--- config.mk ---
export PLATFORM = sky130hd
export DESIGN_NAME = uart_rx_16x
export DESIGN_NICKNAME = d
export VERILOG_FILES = /design/src/rtl/uart_rx_16x.sv
export SDC_FILE = /design/constraint.sdc
export NUM_CORES = 1
export LEC_CHECK = 0
export ABC_AREA = 1
export BUFFER_PORTS_ARGS = -buffer_cell sky130_fd_sc_hd__buf_2
export CORE_ASPECT_RATIO = 0.6
export CORE_MARGIN = 2
export CORE_UTILIZATION = 35
export DETAILED_ROUTE_END_ITERATION = 8
export PLACE_DENSITY_LB_ADDON = 0.15
export SLEW_MARGIN = 20
export SYNTH_ARGS = -nofsm -noshare
export SYNTH_HDL_FRONTEND = slang
export SYNTH_SLANG_ARGS = --single-unit
--- constraint.sdc ---
create_clock -name clk_50m -period 3 [get_ports clk_50m]
set_input_delay 0.6 -clock clk_50m [delete_from_list [all_inputs] [get_ports clk_50m]]
set_output_delay 0.6 -clock clk_50m [all_outputs]
set_load 0.02 [all_outputs]
--- src/rtl/uart_rx_16x.sv ---
// Purpose: 8-N-1 UART receiver driven by a 16x oversampling strobe; start bit qualified at its midpoint, data bits sampled at their midpoints.
// Latency: SYNC_STAGES cycles from the rx pad to rx_s; data/flags update on the edge ending the stop-bit sampling strobe cycle.
// Backpressure: none, the line cannot be stalled; an unread byte is overwritten and flagged by the sticky overrun bit.
module uart_rx_16x #(
    parameter int DATA_BITS   = 8,
    parameter int SYNC_STAGES = 2
) (
    input  logic                 clk_50m,
    input  logic                 rst_n,
    input  logic                 rxclk_en,
    input  logic                 rx,
    input  logic                 rd_clr,
    output logic [DATA_BITS-1:0] data,
    output logic                 rdy,
    output logic                 frame_err,
    output logic                 overrun,
    output logic                 busy
);

    localparam int BITN_W = (DATA_BITS > 1) ? $clog2(DATA_BITS) : 1;
    localparam logic [BITN_W-1:0] BITN_LAST = BITN_W'(DATA_BITS - 1);

    typedef enum logic [1:0] {
        S_IDLE  = 2'd0,
        S_START = 2'd1,
        S_DATA  = 2'd2,
        S_STOP  = 2'd3
    } state_t;

    // Synchronizer chain, idles at 1 so reset never looks like a start bit.
    logic [SYNC_STAGES-1:0] sync_q;
    logic [SYNC_STAGES-1:0] sync_d;
    logic                   rx_s;

    state_t                 state_q,     state_d;
    logic [3:0]             tick_q,      tick_d;
    logic [BITN_W-1:0]      bitn_q,      bitn_d;
    logic [DATA_BITS-1:0]   shift_q,     shift_d;
    logic [DATA_BITS-1:0]   data_q,      data_d;
    logic                   rdy_q,       rdy_d;
    logic                   frame_err_q, frame_err_d;
    logic                   overrun_q,   overrun_d;

    assign rx_s = sync_q[SYNC_STAGES-1];

    // Shift the raw pad value into the synchronizer.
    always_comb begin
        sync_d = {sync_q[SYNC_STAGES-2:0], rx};
    end

    // Next-state logic: FSM and counters move only on strobes; the flag clear acts every cycle.
    always_comb begin
        state_d     = state_q;
        tick_d      = tick_q;
        bitn_d      = bitn_q;
        shift_d     = shift_q;
        data_d      = data_q;
        rdy_d       = rd_clr ? 1'b0 : rdy_q;
        frame_err_d = rd_clr ? 1'b0 : frame_err_q;
        overrun_d   = rd_clr ? 1'b0 : overrun_q;

        if (rxclk_en) begin
            case (state_q)
                S_IDLE: begin
                    tick_d = 4'd0;
                    if (!rx_s) begin
                        state_d = S_START;
                        tick_d  = 4'd1;
                    end
                end
                S_START: begin
                    if (rx_s) begin
                        // Line went high before the start midpoint: treat as a glitch.
                        state_d = S_IDLE;
                        tick_d  = 4'd0;
                    end else if (tick_q == 4'd8) begin
                        // Start midpoint confirmed; restart the tick so later samples land mid-bit.
                        state_d = S_DATA;
                        tick_d  = 4'd0;
                        bitn_d  = '0;
                    end else begin
                        tick_d = tick_q + 4'd1;
                    end
                end
                S_DATA: begin
                    tick_d = tick_q + 4'd1;
                    if (tick_q == 4'd15) begin
                        shift_d = {rx_s, shift_q[DATA_BITS-1:1]};
                        if (bitn_q == BITN_LAST) begin
                            state_d = S_STOP;
                        end else begin
                            bitn_d = bitn_q + BITN_W'(1);
                        end
                    end
                end
                S_STOP: begin
                    tick_d = tick_q + 4'd1;
                    if (tick_q == 4'd15) begin
                        state_d = S_IDLE;
                        tick_d  = 4'd0;
                        data_d  = shift_q;
                        if (rx_s) begin
                            rdy_d = 1'b1;
                            // A coincident clear means the previous byte was consumed.
                            if (rdy_q && !rd_clr) begin
                                overrun_d = 1'b1;
                            end
                        end else begin
                            frame_err_d = 1'b1;
                        end
                    end
                end
                default: begin
                    state_d = S_IDLE;
                    tick_d  = 4'd0;
                end
            endcase
        end
    end

    // Register synchronizer, FSM, counters and outputs; reset aborts any frame in flight.
    always_ff @(posedge clk_50m or negedge rst_n) begin
        if (!rst_n) begin
            sync_q      <= '1;
            state_q     <= S_IDLE;
            tick_q      <= 4'd0;
            bitn_q      <= '0;
            shift_q     <= '0;
            data_q      <= '0;
            rdy_q       <= 1'b0;
            frame_err_q <= 1'b0;
            overrun_q   <= 1'b0;
        end else begin
            sync_q      <= sync_d;
            state_q     <= state_d;
            tick_q      <= tick_d;
            bitn_q      <= bitn_d;
            shift_q     <= shift_d;
            data_q      <= data_d;
            rdy_q       <= rdy_d;
            frame_err_q <= frame_err_d;
            overrun_q   <= overrun_d;
        end
    end

    assign data      = data_q;
    assign rdy       = rdy_q;
    assign frame_err = frame_err_q;
    assign overrun   = overrun_q;
    assign busy      = (state_q != S_IDLE);

endmodule

Word level (Yosys, flattened, before mapping)
Index checks and enable logic that the tools add are counted.
W data, S select, Z words.
{"block": "word_totals", "out_inout_bits": 12, "elab_cells": 67, "regBits": 30, "in_bits": 5}
{"block": "classes", "n_mux": 33, "n_reduce_logical": 9, "add_sub_neg": 2, "eq_ne": 14}
{"op": "$mux W1", "n": 17}
{"op": "$pmux W4 S4", "n": 1}
{"op": "$ne A2 B2 Y1 const B", "n": 7}
{"op": "$mux W2", "n": 6}
{"op": "$mux W3", "n": 4}
{"op": "$mux W4", "n": 3}
{"op": "$reduce_and A6 Y1", "n": 2}
{"op": "$eq A4 B4 Y1 const B", "n": 2}
{"op": "$pmux W2 S4", "n": 1}
{"op": "$pmux W3 S2", "n": 1}
{"op": "$reduce_and A3 Y1", "n": 2}
{"op": "$add A4 B1 Y4 const B", "n": 1}
{"op": "$eq A2 B2 Y1 const B", "n": 2}
{"op": "$reduce_bool A2 Y1", "n": 2}
{"op": "$add A3 B1 Y3 const B", "n": 1}
{"op": "$eq A3 B3 Y1 const B", "n": 1}
{"op": "$ne A3 B3 Y1 const B", "n": 1}
{"op": "$eq A2 B1 Y1 const B", "n": 1}
{"op": "$logic_not A2 Y1", "n": 1}
{"op": "$logic_and A1 B1 Y1", "n": 1}
{"op": "$logic_not A1 Y1", "n": 1}

Longest topological paths before layout
Gate-level depths: netlist (run 1).
{"block": "depth", "word_depth": 7, "ltp_mapped": 9, "ltp_nobuf": 9}

Worst setup path after synthesis (run 1)
Ideal clock, no wire load.
{"block": "synth_timing", "path_type": "register -> output", "startpoint": "register state_q[0]", "endpoint": "output busy", "required_ps": 2400, "path_stages_with_launch": 3, "n_path_buf": 0, "arrival_ps": 777, "slack_ps": 1623, "cell_sequence": "dfrtp_1 > nor2_1 > inv_1"}
{"block": "synth_between", "elab_chain_cells": 1}
{"item": "from (decl)", "line_no": "35", "source": "state_t state_q, state_d;"}
{"item": "from (signal assigned)", "line_no": "135", "source": "state_q <= state_d;"}
{"item": "$reduce_bool A2 Y1", "line_no": "150", "source": "assign busy = (state_q != S_IDLE);"}
{"item": "to (decl)", "line_no": "17", "source": "output logic busy"}
Every way passes these cells.

==> flow_results.xml, run 1 <==
<?xml version="1.0" encoding="UTF-8"?>
<metrics>
  <group name="cts">
    <metric name="cts.sinks" unit="">30</metric>
    <metric name="cts_hold_repair.buffers" unit="">0</metric>
    <metric name="cts-htree-levels" unit="">2</metric>
    <metric name="cts_tree" unit="">yes</metric>
    <metric name="source_to_sink_clock_delay_at_the_later_pin_of_the_worst_skew_pair" unit="ns">0.28</metric>
    <metric name="cts-root-buf" unit="">sky130_fd_sc_hd__clkbuf_8</metric>
    <metric name="cts.repair.resized" unit="">0</metric>
    <metric name="worst_setup_hold_path_clk_slew" unit="ns">0.06</metric>
    <metric name="number_of_buffers_inserted_during_clock_tree_synthesis" unit="">5</metric>
    <metric name="cts_setup_buffers" unit="">0</metric>
    <metric name="clock_tree.buffer_depth" unit="">2</metric>
  </group>
  <group name="global_routing">
    <metric name="global_route.usage.met2" unit="%">20.0</metric>
    <metric name="global_route.usage.met3" unit="%">4.84</metric>
    <metric name="first_global_vias" unit="">1048</metric>
    <metric name="grt_max_degree" unit="">31</metric>
    <metric name="wire_length_of_the_first_global_routing_pass" unit="um">5000</metric>
    <metric name="grt_antenna_before_repair" unit="">0</metric>
    <metric name="grtUsageTotal" unit="%">14.8</metric>
    <metric name="met1_usage" unit="%">20.9</metric>
    <metric name="most_utilized_layer_in_the_global_route_result" unit="">met1</metric>
    <metric name="globalRouteOverflowTotal" unit="">0</metric>
  </group>
  <group name="critical_path">
    <metric name="cp_delay_by_family_top" unit="">flip-flops</metric>
    <metric name="worst-endpoint-arrival" unit="ns">1.28</metric>
    <metric name="critPathSlowestCell" unit="">sky130_fd_sc_hd__dfrtp_1</metric>
    <metric name="worst-setup-path-type" unit="">flop to primary output</metric>
    <metric name="timing.reg2reg.worst_path_depth" unit="">5</metric>
    <metric name="worstPathRequired" unit="ns">2.40</metric>
    <metric name="crit_path_end_kind" unit="">primary output</metric>
    <metric name="type_of_origin_of_the_critical_path" unit="">flop</metric>
    <metric name="critical_path.reg2reg.endpoint" unit="">bitn_q[1]</metric>
    <metric name="path_buf_inv" unit="">2</metric>
    <metric name="worst_path_largest_cell_delay" unit="ns">0.48</metric>
    <metric name="crit_path_cell_trace" unit="">nor2_1, inv_1, buf_2</metric>
    <metric name="path_max_fanout" unit="">8</metric>
    <metric name="r2r_start" unit="">tick_q[0]</metric>
    <metric name="regToRegSetupSlack" unit="ns">1.23</metric>
  </group>
  <group name="sta">
    <metric name="report.final.setup_viol" unit="">0</metric>
    <metric name="finalSetupTns" unit="ns">0</metric>
    <metric name="unrepaired_setup_endpoints_after_global_routing" unit="">false</metric>
    <metric name="timing.final.hold_violations" unit="">0</metric>
    <metric name="timing.final.max_slew_violations" unit="">0</metric>
    <metric name="timing.slew.headroom" unit="%">52.8</metric>
    <metric name="post-route-period-util" unit="%">62.8</metric>
    <metric name="clock.fmax" unit="MHz">531</metric>
    <metric name="slew_at_the_pin_closest_to_its_max_slew_limit" unit="ns">0.706</metric>
    <metric name="finalWorstPathRequiredPeriod" unit="ns">1.88</metric>
    <metric name="worst_case_clock_skew" unit="ns">0.00571</metric>
  </group>
  <group name="finish">
    <metric name="nFillCells" unit="">373</metric>
    <metric name="mostFrequentLayoutCell" unit="">sky130_fd_sc_hd__nand2_1</metric>
    <metric name="final_design_area_no_fill" unit="mm2">0.00163</metric>
    <metric name="antenna_cells_inserted" unit="">0</metric>
    <metric name="areaGrowthSynthToFinish" unit="%">15.1</metric>
    <metric name="multi_input_area" unit="um2">561</metric>
    <metric name="layout.area.seq" unit="um2">753</metric>
    <metric name="layout.nets" unit="">195</metric>
    <metric name="commonest_cells_after_routing_fill_and_taps_aside" unit="">sky130_fd_sc_hd__nand2_1 (47), sky130_fd_sc_hd__dfrtp_1 (28), sky130_fd_sc_hd__inv_1 (21)</metric>
    <metric name="drive_above_1_share" unit="%">20.9</metric>
    <metric name="final_cell_count_no_fill" unit="">234</metric>
  </group>
  <group name="routing">
    <metric name="drtPass1Iterations" unit="">4</metric>
    <metric name="route.detailed.vias_per_inst" unit="">4.81</metric>
    <metric name="finalWirelength" unit="um">2870</metric>
    <metric name="detail_route.wl_per_cell" unit="um">12.2</metric>
    <metric name="route.vias.total" unit="">1125</metric>
    <metric name="initialDrtViolationCount" unit="">138</metric>
    <metric name="drt_drc_violations_left" unit="">0</metric>
    <metric name="remaining_antenna_violation_count_after_routing" unit="">0</metric>
  </group>
  <group name="placed_design">
    <metric name="hpwl" unit="um">2070</metric>
    <metric name="globalplace.congestion" unit="">0.872</metric>
    <metric name="dp.cells" unit="">226</metric>
    <metric name="placedInstanceArea" unit="mm2">0.00154</metric>
    <metric name="port_buffers" unit="">16</metric>
  </group>
  <group name="power_and_ir_drop">
    <metric name="powerDensity" unit="mW/mm2">687</metric>
    <metric name="power.total" unit="W">0.00112</metric>
    <metric name="power_leakage" unit="nW">0.865</metric>
    <metric name="max-vdd-ir-drop" unit="mV">0.238</metric>
  </group>
  <group name="floorplanning">
    <metric name="core-area" unit="mm2">0.00379</metric>
    <metric name="initial_core_util" unit="%">37.5</metric>
    <metric name="die_x" unit="um">86.2</metric>
    <metric name="fp.dieH" unit="um">53.3</metric>
    <metric name="ioPinCount" unit="">17</metric>
    <metric name="std_cell_rows" unit="">17</metric>
    <metric name="die_area" unit="mm2">0.00460</metric>
  </group>
  <group name="job">
    <metric name="maximum_capacitance_violations" unit="">0</metric>
  </group>
  <group name="run_status">
    <metric name="run_status" unit="">finished clean</metric>
  </group>
  <group name="logic_synthesis">
    <metric name="synthCells" unit="">165</metric>
    <metric name="ys_seq_elements" unit="">30</metric>
    <metric name="postSynthAreaPerCell" unit="um2">8.61</metric>
    <metric name="synth.distinct_cells" unit="">21</metric>
    <metric name="yosysWarningCount" unit="">0</metric>
    <metric name="syn_area" unit="mm2">0.00142</metric>
    <metric name="yosysSeqAreaShare" unit="%">53.0</metric>
    <metric name="mappedNetlistNets" unit="">174</metric>
  </group>
  <group name="hold_path">
    <metric name="min_path_type" unit="">input port to async pin</metric>
  </group>
</metrics>
## kinds of logic (layout without fill, tap and decap cells)
family / after synthesis / count (layout) / synth area share (%)
simple gates: 78 / 78 / 25.4
flops: 30 / 30 / 53.0
compound gates: 26 / 26 / 9.96
buf+inv: 26 / 48 / 7.49
fa+ha+maj: 4 / 4 / 3.52
xor+xnor: 1 / 1 / 0.617
## sequential cells by signal (all words and copies together), names as in the netlist, named ones only
name and cells:
bitn_q 3, data 8, frame_err 1, overrun 1, rdy 1, shift_q 8, state_q 1, sync_q 2
tick_q 4
## where the power goes
part / leakage, nW / internal [W] / switching [W] / total [W]
sequential: 0.389 / 0.000440 / 0.0000542 / 0.000495
clock: 0.0482 / 0.000185 / 0.000152 / 0.000337
combinational: 0.428 / 0.0000916 / 0.000200 / 0.000292
## stage by stage
step,util (%),hold slack [ns],setup WS [ns]
6_report,43.2,0.358,1.12
4_1_cts,43.2,0.362,1.11
3_3_place_gp,40.7,0.347,1.26
3_5_place_dp,40.7,0.352,1.17
5_1_grt,43.2,0.365,0.997
2_1_floorplan,-,0.304,1.62
## cell usage after synthesis (all sizes together)
| library cell | number | area [um2] |
|---|---|---|
| nand2 | 50 | 195 |
| dfrtp | 28 | 701 |
| inv | 24 | 90.1 |
| o21ai | 21 | 116 |
| nand3 | 11 | 70.1 |
| nor2 | 10 | 40.0 |
| a21oi | 5 | 25.0 |
| nand4 | 5 | 31.3 |
| ha | 4 | 50.1 |
| buf | 2 | 16.3 |
| dfstp | 2 | 52.6 |
| nand3b | 1 | 7.51 |
| nor3 | 1 | 16.3 |
| xnor2 | 1 | 8.76 |
## metal layers
metal	part of all wire, %	up-vias
met4	1.5	0
met5	0	-
met3	6.4	5
li1	-	568
met2	40	38
met1	52	514
## layout make-up
class                      count  area share (%)
multi-input combinational    109            34.3
clock buffer                   7            5.28
timing repair buffer          16            4.90
sequential                    30            46.1
tap                           47            3.60
clock inverter                 1           0.306
inverter                      24            5.51
## worst max path at each step
stage | slack (ns) | to | from | depth (start not counted)
6_report | 1.12 | busy | flop | 3
5_1_grt | 1.0 | busy | state_q[0] | 3
4_1_cts | 1.11 | busy | flop | 3
3_5_place_dp | 1.17 | bitn_q[1] | rxclk_en | 5
3_3_place_gp | 1.26 | bitn_q[0] | rxclk_en | 5
2_1_floorplan | 1.62 | busy | state_q[0] | 2
(Power assumes the default switching activity.)
==> run 2: changes to the inputs <==
Clock period 3 ns to 1.9 ns, I/O delays scaled along.
==> run 2 against run 1 <==
Effect of this change:
- clock power grew 77%
- critical path depth is the same
- clock-buffer cell count increased by 1
- flip-flop and latch count is the same
- via count decreased by 1.6%
- hold slack got worse by 0.22 ns
- sequential power is 57% higher
- register-to-register slack worse by 0.88 ns
- cell area grew 2.1%
- wire length increased by 1.1%
- final cell count increased by 0.85%
- die area unchanged
==> flow_results.xml, run 2 (synthesis gave the netlist of run 1 again) <==
<?xml version="1.0" encoding="UTF-8"?>
<metrics>
  <group name="sta">
    <metric name="timing.hold.ws" unit="ns">0.137</metric>
    <metric name="final_critical_path_setup_slack" unit="ns">0.204</metric>
    <metric name="unrepaired_setup_endpoints_after_global_routing" unit="">false</metric>
    <metric name="timing.final.hold_violations" unit="">0</metric>
    <metric name="timing.final.max_slew_violations" unit="">0</metric>
    <metric name="report.final.setup_viol" unit="">0</metric>
    <metric name="slew_at_the_pin_closest_to_its_max_slew_limit" unit="ns">0.669</metric>
    <metric name="finalWorstPathRequiredPeriod" unit="ns">1.70</metric>
    <metric name="post-route-period-util" unit="%">89.2</metric>
    <metric name="timing.slew.headroom" unit="%">55.4</metric>
    <metric name="finalSetupTns" unit="ns">0</metric>
    <metric name="clock.fmax" unit="MHz">590</metric>
    <metric name="worst_case_clock_skew" unit="ns">0.00383</metric>
  </group>
  <group name="cts">
    <metric name="cts-root-buf" unit="">sky130_fd_sc_hd__clkbuf_8</metric>
    <metric name="cts_hold_repair.buffers" unit="">0</metric>
    <metric name="source_to_sink_clock_delay_at_the_later_pin_of_the_worst_skew_pair" unit="ns">0.28</metric>
    <metric name="cts.repair.resized" unit="">0</metric>
    <metric name="cts-htree-levels" unit="">2</metric>
    <metric name="worst_setup_hold_path_clk_slew" unit="ns">0.06</metric>
    <metric name="cts_setup_buffers" unit="">0</metric>
    <metric name="cts_tree" unit="">yes</metric>
    <metric name="cts.sinks" unit="">30</metric>
    <metric name="clock_tree.buffer_depth" unit="">2</metric>
    <metric name="number_of_buffers_inserted_during_clock_tree_synthesis" unit="">5</metric>
  </group>
  <group name="finish">
    <metric name="drive_above_1_share" unit="%">22.2</metric>
    <metric name="layout.nets" unit="">197</metric>
    <metric name="mostFrequentLayoutCell" unit="">sky130_fd_sc_hd__nand2_1</metric>
    <metric name="final_core_util" unit="%">44.1</metric>
    <metric name="final_cell_count_no_fill" unit="">236</metric>
    <metric name="antenna_cells_inserted" unit="">0</metric>
    <metric name="commonest_cells_after_routing_fill_and_taps_aside" unit="">sky130_fd_sc_hd__nand2_1 (47), sky130_fd_sc_hd__dfrtp_1 (28), sky130_fd_sc_hd__inv_1 (21)</metric>
    <metric name="areaGrowthSynthToFinish" unit="%">17.4</metric>
  </group>
  <group name="floorplanning">
    <metric name="ioPinCount" unit="">17</metric>
    <metric name="die_area" unit="mm2">0.00460</metric>
    <metric name="core-area" unit="mm2">0.00379</metric>
    <metric name="die_x" unit="um">86.2</metric>
    <metric name="fp.dieH" unit="um">53.3</metric>
    <metric name="initial_core_util" unit="%">37.5</metric>
    <metric name="std_cell_rows" unit="">17</metric>
  </group>
  <group name="routing">
    <metric name="drtPass1Iterations" unit="">4</metric>
    <metric name="detail_route.wl_per_cell" unit="um">12.3</metric>
    <metric name="initialDrtViolationCount" unit="">93</metric>
    <metric name="drt_drc_violations_left" unit="">0</metric>
    <metric name="route.vias.total" unit="">1107</metric>
    <metric name="finalWirelength" unit="um">2900</metric>
    <metric name="remaining_antenna_violation_count_after_routing" unit="">0</metric>
    <metric name="route.detailed.vias_per_inst" unit="">4.69</metric>
  </group>
  <group name="power_and_ir_drop">
    <metric name="share_clk_of_total_power" unit="%">32.4</metric>
    <metric name="sw_ratio" unit="%">34.5</metric>
    <metric name="max-vdd-ir-drop" unit="mV">0.419</metric>
    <metric name="reported_net_switching_power" unit="W">0.000636</metric>
    <metric name="internal_power_summed_over_all_cells" unit="W">0.00121</metric>
    <metric name="power_leakage" unit="nW">0.884</metric>
    <metric name="combPwrFrac" unit="%">25.3</metric>
    <metric name="powerDensity" unit="mW/mm2">1110</metric>
    <metric name="seqPwrFrac" unit="%">42.3</metric>
  </group>
  <group name="placed_design">
    <metric name="hpwl" unit="um">2130</metric>
    <metric name="port_buffers" unit="">16</metric>
    <metric name="placement.setup.worst_slack" unit="ns">0.335</metric>
    <metric name="dp.cells" unit="">228</metric>
    <metric name="globalplace.congestion" unit="">0.837</metric>
  </group>
  <group name="run_status">
    <metric name="run_status" unit="">finished clean</metric>
  </group>
  <group name="global_routing">
    <metric name="first_global_vias" unit="">1050</metric>
    <metric name="wire_length_of_the_first_global_routing_pass" unit="um">4960</metric>
    <metric name="grtUsageTotal" unit="%">14.9</metric>
    <metric name="grt_antenna_before_repair" unit="">0</metric>
    <metric name="globalRouteOverflowTotal" unit="">0</metric>
    <metric name="grt_max_degree" unit="">31</metric>
  </group>
  <group name="critical_path">
    <metric name="crit_path_end_kind" unit="">primary output</metric>
    <metric name="worstPathRequired" unit="ns">1.52</metric>
    <metric name="type_of_origin_of_the_critical_path" unit="">flop</metric>
    <metric name="worst-endpoint-arrival" unit="ns">1.32</metric>
    <metric name="worst-setup-path-type" unit="">flop to primary output</metric>
    <metric name="timing.reg2reg.worst_path_depth" unit="">7</metric>
    <metric name="r2r_start" unit="">tick_q[0]</metric>
    <metric name="path_max_fanout" unit="">8</metric>
  </group>
  <group name="hold_path">
    <metric name="min_path_type" unit="">input port to async pin</metric>
  </group>
  <group name="job">
    <metric name="maximum_capacitance_violations" unit="">0</metric>
  </group>
</metrics>
==> run 2: cell count changes in the layout (fill, tap and decap cells not counted) <==
cell,previous run,this run
sky130_fd_sc_hd__buf_4,0,2
sky130_fd_sc_hd__clkbuf_8,6,8
sky130_fd_sc_hd__clkbuf_1,1,0
sky130_fd_sc_hd__clkinv_2,1,0
==> run 2: path summary, 6_finish.rpt <==
check / slack (ns) / end
worst min register to register: 0.36 / sync_q[1]
max in group asynchronous: 1.33 / shift_q[2]
worst max-delay path: 0.20 / busy
min in group clk_50m: 0.20 / sync_q[0]
worst min-delay path: 0.14 / bitn_q[1]
worst max register to register: 0.35 / data[5]
==> run 2: power by group through the flow <==
stage | logic, W | registers [W] | clock network, W
finish | 0.000467 | 0.000779 | 0.000597
CTS | 0.000467 | 0.000778 | 0.000619
global placement | 0.000447 | 0.000785 | 0
global route | 0.000537 | 0.000789 | 0.000650
detailed placement | 0.000466 | 0.000790 | 0
floorplan | 0.000351 | 0.000767 | 0
==> run 2: through the flow <==
stage	instance area, um2	total power (W)
floorplan	1420	0.00112
global placement	1560	0.00123
detailed placement	1560	0.00126
CTS	1670	0.00186
global route	1670	0.00198
finish	1670	0.00184
==> run 2: final cells by class <==
cell class / instances / area [um2]
Fill cell: 389 / 2120
Inverter: 24 / 90.1
Timing Repair Buffer: 18 / 95.1
Clock buffer: 8 / 110
Multi-Input combinational cell: 109 / 561
Tap cell: 47 / 58.8
Sequential cell: 30 / 753
==> run 2: critical path, stage by stage (launching register included) <==
cell and delay (ns):
sky130_fd_sc_hd__dfrtp_1 0.48, sky130_fd_sc_hd__nor2_1 0.28, sky130_fd_sc_hd__inv_1 0.11, sky130_fd_sc_hd__buf_2 0.17
==> run 2: routing by layer <==
layer | part of all wire (%) | GRT usage (%)
met1 | 54 | 21.6
met2 | 38 | 19.4
met3 | 6.5 | 5.93
met4 | 1.2 | 5.47
met5 | 0 | 0
